$ cat src/rtl/usr_pkg.sv
// Shared encodings for the universal shift register.
// Mode select values and the shift direction register.
package usr_pkg;

    typedef enum logic [1:0] {
        MODE_HOLD = 2'b00,
        MODE_UP   = 2'b01,
        MODE_DOWN = 2'b10,
        MODE_LOAD = 2'b11
    } mode_e;

    typedef enum logic [1:0] {
        DIR_NONE = 2'b00,
        DIR_UP   = 2'b01,
        DIR_DOWN = 2'b10
    } dir_e;

endpackage

$ cat src/rtl/usr_cell.sv
// One register bit: hold / up / down / load mux
// feeding a flop with synchronous clear.
module usr_cell
    import usr_pkg::*;
(
    input  logic       clk,
    input  logic       clear,
    input  logic [1:0] sel,
    input  logic       up_in,
    input  logic       dn_in,
    input  logic       ld_in,
    output logic       q
);

    logic nxt;

    always_comb begin
        nxt = q;
        case (sel)
            MODE_UP:   nxt = up_in;
            MODE_DOWN: nxt = dn_in;
            MODE_LOAD: nxt = ld_in;
            default:   nxt = q;
        endcase
    end

    always_ff @(posedge clk) begin
        if (clear) q <= 1'b0;
        else       q <= nxt;
    end

endmodule

$ cat src/rtl/univ_shift_reg.sv
// Universal shift register with serial word framing.
// Define USR_ROTATE_EN to add the rot input (rotate fill).
module univ_shift_reg
    import usr_pkg::*;
#(
    parameter int WIDTH = 8
) (
    input  logic             clk,
    input  logic             clear,
    input  logic [1:0]       mode,
    input  logic             si,
`ifdef USR_ROTATE_EN
    input  logic             rot,
`endif
    input  logic [WIDTH-1:0] d,
    output logic [WIDTH-1:0] q,
    output logic             so,
    output logic             word_valid
);

    localparam int CW = $clog2(WIDTH);
    localparam logic [CW-1:0] CMAX = CW'(WIDTH - 1);

    logic [CW-1:0] cnt;
    dir_e          dir;
    dir_e          dir_now;
    logic          shift;
    logic          ld;
    logic          fill_up;
    logic          fill_dn;

`ifdef USR_ROTATE_EN
    assign fill_up = rot ? q[WIDTH-1] : si;
    assign fill_dn = rot ? q[0] : si;
`else
    assign fill_up = si;
    assign fill_dn = si;
`endif

    assign so = (mode == MODE_DOWN) ? q[0] : q[WIDTH-1];

    always_comb begin
        shift   = (mode == MODE_UP) || (mode == MODE_DOWN);
        ld      = (mode == MODE_LOAD);
        dir_now = (mode == MODE_DOWN) ? DIR_DOWN : DIR_UP;
    end

    for (genvar i = 0; i < WIDTH; i++) begin : g_cell
        logic up_in;
        logic dn_in;

        if (i == 0) begin : g_lo
            assign up_in = fill_up;
        end else begin : g_lo
            assign up_in = q[i-1];
        end

        if (i == WIDTH - 1) begin : g_hi
            assign dn_in = fill_dn;
        end else begin : g_hi
            assign dn_in = q[i+1];
        end

        usr_cell u_cell (
            .clk   (clk),
            .clear (clear),
            .sel   (mode),
            .up_in (up_in),
            .dn_in (dn_in),
            .ld_in (d[i]),
            .q     (q[i])
        );
    end

    // A shift in a new direction (or the first after clear/load)
    // starts a fresh word and counts as shift 1.
    always_ff @(posedge clk) begin
        if (clear) begin
            cnt        <= '0;
            dir        <= DIR_NONE;
            word_valid <= 1'b0;
        end else begin
            word_valid <= 1'b0;
            unique case (1'b1)
                ld: begin
                    cnt <= '0;
                    dir <= DIR_NONE;
                end
                shift: begin
                    dir <= dir_now;
                    if (dir != dir_now) begin
                        cnt <= CW'(1);
                    end else if (cnt == CMAX) begin
                        cnt        <= '0;
                        word_valid <= 1'b1;
                    end else begin
                        cnt <= cnt + CW'(1);
                    end
                end
                default: ;
            endcase
        end
    end

endmodule

$ cat config.mk
export PLATFORM = sky130hd
export DESIGN_NAME = univ_shift_reg
export DESIGN_NICKNAME = d
export VERILOG_FILES = /design/src/rtl/usr_pkg.sv /design/src/rtl/usr_cell.sv /design/src/rtl/univ_shift_reg.sv
export SDC_FILE = /design/constraint.sdc
export NUM_CORES = 1
export LEC_CHECK = 0
export CAP_MARGIN = 20
export CORE_MARGIN = 2
export CORE_UTILIZATION = 23
export CTS_CLUSTER_DIAMETER = 150
export DETAILED_ROUTE_END_ITERATION = 12
export SYNTH_ARGS = -nofsm -noshare
export SYNTH_HDL_FRONTEND = slang
export SYNTH_HIERARCHICAL = 1
export SYNTH_SLANG_ARGS = --single-unit
$ cat constraint.sdc
create_clock -name clk -period 1.7 [get_ports clk]
set_input_delay 0.425 -clock clk [delete_from_list [all_inputs] [get_ports clk]]
set_output_delay 0.425 -clock clk [all_outputs]
set_load 0.03 [all_outputs]
==> results of run 1 <==
## worst paths after layout
check	start	to	slack, ps	depth (start not counted)
max	mode[1]	so	100	4
min reg2reg	cnt[2]	cnt[2]	490	1
min	cnt[2]	cnt[2]	490	1
max reg2reg	cnt[0]	cnt[0]	150	5
## repair_timing
action                                  in CTS  in global routing
endpoints found under the setup margin      13                  1
pin swaps                                    1                  0
resized for setup                           17                  3
buffers inserted                             1                  0
## metrics by stage
stage | TNS [ps] | util [%] | hold slack [ps]
6_report | 0 | 34.32 | 489.9
5_1_grt | 0 | 34.32 | 523.0
4_1_cts | -52.89 | 34.58 | 498.5
3_5_place_dp | -3167 | 33.08 | 470.2
3_3_place_gp | -2751 | 33.08 | 457.6
2_1_floorplan | 0 | - | 445.9
## synth_stat cells
library cell | n | area [um2]
a21o_1 | 1 | 7.510
a21oi_1 | 1 | 5.000
a32o_1 | 2 | 20.02
buf_4 | 8 | 60.06
dfxtp_1 | 14 | 280.3
ha_1 | 5 | 62.56
inv_1 | 2 | 7.510
mux2_2 | 1 | 11.26
mux2i_1 | 2 | 20.02
mux4_2 | 8 | 180.2
nand2_1 | 3 | 11.26
nand2b_1 | 1 | 6.260
nor2_1 | 2 | 7.510
nor2b_1 | 2 | 12.51
nor2b_4 | 8 | 110.1
nor3_1 | 1 | 5.000
nor3b_1 | 1 | 7.510
o22a_1 | 1 | 8.760
o22ai_1 | 1 | 6.260
or4b_1 | 1 | 10.01
## cells by family (layout without fill, tap and decap cells)
kind of cell               count (synthesis)  in the layout  share of synthesized area, %
AOI/OAI and AO/OA                          6              6                         5.664
adders and majority gates                  5              5                         7.452
buffers and inverters                     10             39                         8.048
DFF                                       14             14                         33.38
muxes                                     11             11                         25.19
and+or+nand+nor                           19             19                         20.27
## layout make-up
type	count	area, um2	area share, %
multi-input cells	41	508.0	43.33
flip-flops and latches	14	280.3	23.91
clock buffers	4	36.28	3.095
inverters	2	7.507	0.6403
repair buffers	33	282.8	24.12
well taps	46	57.56	4.909
## sequential cells by signal, summed over array words and instances (netlist names)
register and flops:
dir 2, g_cell.u_cell/q 8, word_valid 1, cnt 3
## power by group
| part | total [mW] | internal (mW) | switching, mW | leakage, nW |
|---|---|---|---|---|
| logic | 0.209 | 0.122 | 0.0876 | 0.369 |
| clock network | 0.247 | 0.131 | 0.117 | 0.0210 |
| registers | 0.361 | 0.345 | 0.0160 | 0.115 |
| total | 0.818 | 0.597 | 0.220 | 0.504 |
## routing by layer
| layer | share of wire (%) | global-route usage [%] | wire length, um | up-vias |
|---|---|---|---|---|
| met2 | 48 | 14.97 | 891 | 19 |
| met3 | 6.8 | 4.167 | 127 | 6 |
| met4 | 3.3 | 4.787 | 62 | 0 |
| met5 | 0 | 0 | 0 | - |
| met1 | 42 | 12.12 | 788 | 293 |
| li1 | - | - | - | 290 |
## cells in the final DEF, fill, tap and decap left out, drive strengths merged
master         count
mux4               8
a21oi              1
nor2               2
nand2b             1
dlygate4sd2        9
inv                2
nand2              3
buf               12
dfxtp             14
nor3               1
o22a               1
mux2i              2
clkdlybuf4s50     10
a32o               2
mux2               1
ha                 5
clkbuf             6
or4b               1
nor3b              1
a21o               1
nor2b             10
o22ai              1
## critical path, stage by stage
cell and delay [ps]:
clkbuf_2 130, ha_4 190, mux2_4 300, buf_6 140
==> summary.txt, run 1 <==
Timing
  • Clk_skew: around 2.1 ps
  • Slew margin rel.: 68.16%
  • Tmin final: between 1500 and 2000 ps
  • Least-Margin Pin Slew: 476.6 ps
  • Endpoints failing hold: 0
  • Final period util: a little over nine tenths
  • Worst Slack Setup Final: 97.25 ps
  • Pins over their slew limit: 0
  • RSZ-0062 raised after global routing: false
  • Setup violators final: 0
  • Fmax: 623.9 MHz

Outcome
  • Status: finished clean

Route
  • DRT Pass-1 Iters: 2
  • Residual DRC: 0
  • Vias per cell: roughly 4.3
  • Post-DR wirelength/cell: 13.36 um
  • WL final: 1870 um
  • Via Count: about 610
  • Antenna Nets Post-Route: 0
  • DRT iter0 DRCs: 11

Worst setup path
  • Kind of critical path: input pin to output port
  • Critical Path Fanout Max: 4
  • Crit end category: output port
  • Data required, critical path: 1270 ps
  • CP Launch Type: input pin
  • WP data arrival: 1180 ps

Clocking
  • Root Buffer: clkbuf_4
  • # hold bufs at CTS: 0
  • Worst-case clock buffer depth: 2
  • CTS H-tree depth: 1
  • Sink Count: 14
  • CTS tree: built
  • CTS clock-pin slew for the worst setup and hold paths: about 90 ps
  • Clk_lat worst skew: 290 ps
  • CTS Buf Count: 3

Floorplanning
  • Core footprint: 3416 um2
  • Die W: 64.42 um
  • Total die area: between 4000 and 5000 um2
  • Initial core utilization: 24.58%
  • Die height: 64.42 um
  • Core Rows: 21
  • # IOs: 23

Placed design
  • Pre-CTS setup slack: -412.3 ps
  • Port buffer count: 22
  • Cells after DPL: 135
  • DP Wirelength: ~1500 um
  • DP Area: about 1100 um2
  • GP Congestion: approximately 0.88

Synthesis
  • Unique masters post-synth: 20
  • Syn_area_per_cell: 12.92 um2
  • Mapped Cells: 65
  • Synthesized net count: 83
  • Yosys reg bits: 14
  • Synth Warn #: 6
  • Mapped Area: 839.6 um2
  • Seq/Total Area, Yosys: 33.38%

GRT
  • Vias in the first global route: 627
  • Initial antenna violation count: 0
  • Pin count of the biggest net entering global routing: 10
  • Global route overflow: 0
  • GRT Total Usage: 9.904%
  • First-pass GRT wire length: 3022 um

Cells and area
  • Final Instance Area: roughly 1200 um2
  • Fillcell total: 359
  • Fraction of layout cells with a size suffix above 1: 39.36%
  • Synthesis-to-layout area growth: 39.64%
  • Finished Layout Cells: 140
  • Nets@finish: between 100 and 150
  • Ant diodes: 0

Power
  • Tot Pwr: 0.8177 mW
  • PwrDens: 697.5 nW/um2
  • P_leak: 0.5045 nW
  • Peak supply drop: 0.3622 mV

Flow run
  • Max Cap Viol: 0

Hold path
  • Hold Crit Class: flop to flop
(Power assumes the default switching activity.)
==> run 2, diff against run 1 <==
DONT_BUFFER_PORTS = 1   (was not set)
==> summary.txt, run 2 (synthesized netlist as in run 1, its figures left out) <==
Hold path
  • Hold Path Depth: 1 (unchanged)
  • Hold Startpoint: clear
  • Hold Crit Class: input pin to flop
  • Worst Hold End: g_cell[7].u_cell/q

Clocking
  • # hold bufs at CTS: 0 (unchanged)
  • Root Buffer: clkbuf_4
  • CTS resizes: 0 (-17)
  • CTS clock-pin slew for the worst setup and hold paths: 80 ps (about the same)
  • Sink Count: 14 (unchanged)
  • CTS tree: built
  • CTS Buf Count: 3 (unchanged)
  • CTS H-tree depth: 1 (unchanged)
  • Clk_lat worst skew: 270 ps (-20 ps)
  • Postcts setup bufs: 0 (-1)
  • Worst-case clock buffer depth: 2 (unchanged)

Floorplanning
  • Total die area: 4149 um2 (unchanged)
  • Core Rows: 21 (unchanged)
  • # IOs: 23 (unchanged)
  • Die W: 64.42 um (unchanged)
  • Die height: 64.42 um (unchanged)
  • Initial core utilization: 24.58% (unchanged)
  • Core footprint: 3416 um2 (unchanged)

Timing
  • Least-Margin Pin Slew: 445.2 ps (-31.42 ps)
  • Pins over their slew limit: 0 (unchanged)
  • Endpoints failing hold: 0 (unchanged)
  • Clk_skew: 2.425 ps (+0.3127 ps)
  • Setup tns final: 0 ps (unchanged)
  • Slew margin rel.: 70.28% (+2.1 points)
  • Worst Slack Setup Final: 91.60 ps (-5.652 ps)
  • Fmax: 621.7 MHz (-0.35%)
  • RSZ-0062 raised after global routing: false
  • Setup violators final: 0 (unchanged)
  • Final period util: 94.61% (+0.33 points)
  • Tmin final: 1608 ps (+5.651 ps)

Route
  • Vias per cell: 4.514 (+3.9%)
  • Post-DR wirelength/cell: 15.87 um (+19%)
  • Via Count: 483 (-21%)
  • Antenna Nets Post-Route: 0 (unchanged)
  • DRT Pass-1 Iters: 4 (+2)
  • Residual DRC: 0 (unchanged)
  • WL final: 1698 um (-9.2%)
  • DRT iter0 DRCs: 4 (-7)

Worst setup path
  • R2r setup slk: 190 ps (+40 ps)
  • Critical Path Fanout Max: 4 (unchanged)
  • CP max-delay cell: dfxtp_1
  • CP bufs+invs: 0 (-2)
  • Worst R2R End: cnt[0]
  • CP top delay family: flip-flops
  • Crit path largest cell delay: 560 ps (+260 ps)
  • Crit end category: output port
  • WP data arrival: 1180 ps (about the same)
  • R2R Path Start: cnt[0]
  • Data required, critical path: 1270 ps (about the same)
  • Kind of critical path: flop to output port
  • Worst reg-to-reg path cell count: 5 (unchanged)
  • CP Cell Sequence: mux2_2
  • CP Launch Type: flop

Power
  • P_leak: 0.3257 nW (-35%)
  • PwrDens: 769.6 nW/um2 (+10%)
  • Peak supply drop: 0.4761 mV (+31%)
  • Tot Pwr: 0.6683 mW (-18%)

Cells and area
  • Fraction of layout cells with a size suffix above 1: 36.07% (-3.3 points)
  • Number of flip-flops in the largest register: 8 (unchanged)
  • Reg with most FFs: g_cell.u_cell/q
  • Synthesis-to-layout area growth: 3.428%
  • Nets@finish: 81 (-28%)
  • Most frequent cells in the layout: 13 x dfxtp_1, 8 x mux4_2, 8 x nor2b_4
  • Regs by FF count: g_cell.u_cell/q (8), cnt (3), dir (2)
  • Most common cell after layout, fill and taps aside: dfxtp_1
  • Ant diodes: 0 (unchanged)

Outcome
  • Status: finished clean

GRT
  • GR Util met1: 10.71% (-1.4 points)
  • Global route overflow: 0 (unchanged)
  • GRT Total Usage: 8.763% (-1.1 points)
  • Met3 GRT Util: 4.340% (+0.17 points)
  • Initial antenna violation count: 0 (unchanged)
  • Pin count of the biggest net entering global routing: 15 (+5)
  • Global Route met2 Usage: 13.67% (-1.3 points)
  • Layer with the highest usage: met2
  • First-pass GRT wire length: 2594 um (-14%)
  • Vias in the first global route: 498 (-21%)

Placed design
  • GP Congestion: 0.7359 (-17%)
  • DP Wirelength: 1408 um (-4.8%)
  • Port buffer count: 0 (-100%)
  • Pre-CTS setup slack: 115.6 ps (+527.9 ps)

Flow run
  • Max Cap Viol: 0 (unchanged)
-- run 2: how the worst max path moves through the flow --
stage | depth (start not counted) | startpoint | end | slack (ps)
3_3_place_gp | 3 | mode[0] | so | 120
2_1_floorplan | 3 | mode[0] | so | 150
3_5_place_dp | 3 | mode[0] | so | 120
4_1_cts | 1 | g_cell[7].u_cell/q | so | 40
5_1_grt | 1 | g_cell[0].u_cell/q | so | 50
6_report | 1 | g_cell[0].u_cell/q | so | 90
-- run 2: through the flow --
stage               cell area (um2)  hold slack (ps)  cells  utilization, %
floorplan                     839.6            445.9     65               -
global placement              844.6            454.3    104           24.73
detailed placement            844.6            476.0    104           24.73
CTS                           867.1            185.4    107           25.38
global route                  868.3            162.5    107           25.42
finish                        868.3            196.3    107           25.42
-- run 2: power by group --
part / internal (mW) / total (mW) / switching, mW / leakage, nW
combinational: 0.0697 / 0.0993 / 0.0296 / 0.197
clock: 0.0820 / 0.181 / 0.0991 / 0.0138
sequential: 0.346 / 0.388 / 0.0423 / 0.115
-- run 2: per-layer routing --
metal | share of wire, % | routed length, um | up-vias
met1 | 41 | 703 | 241
met5 | 0 | 0 | -
met4 | 0.65 | 11 | 0
met2 | 52 | 875 | 16
li1 | - | - | 224
met3 | 6.3 | 107 | 2
-- run 2: area by class of cell --
type                       instances  area [um2]
fill                             380        2547
multi-input combinational         41       491.7
sequential                        14       281.5
tap                               46       57.56
clock buffer                       3       22.52
timing repair buffer               1       7.507
inverter                           2       7.507
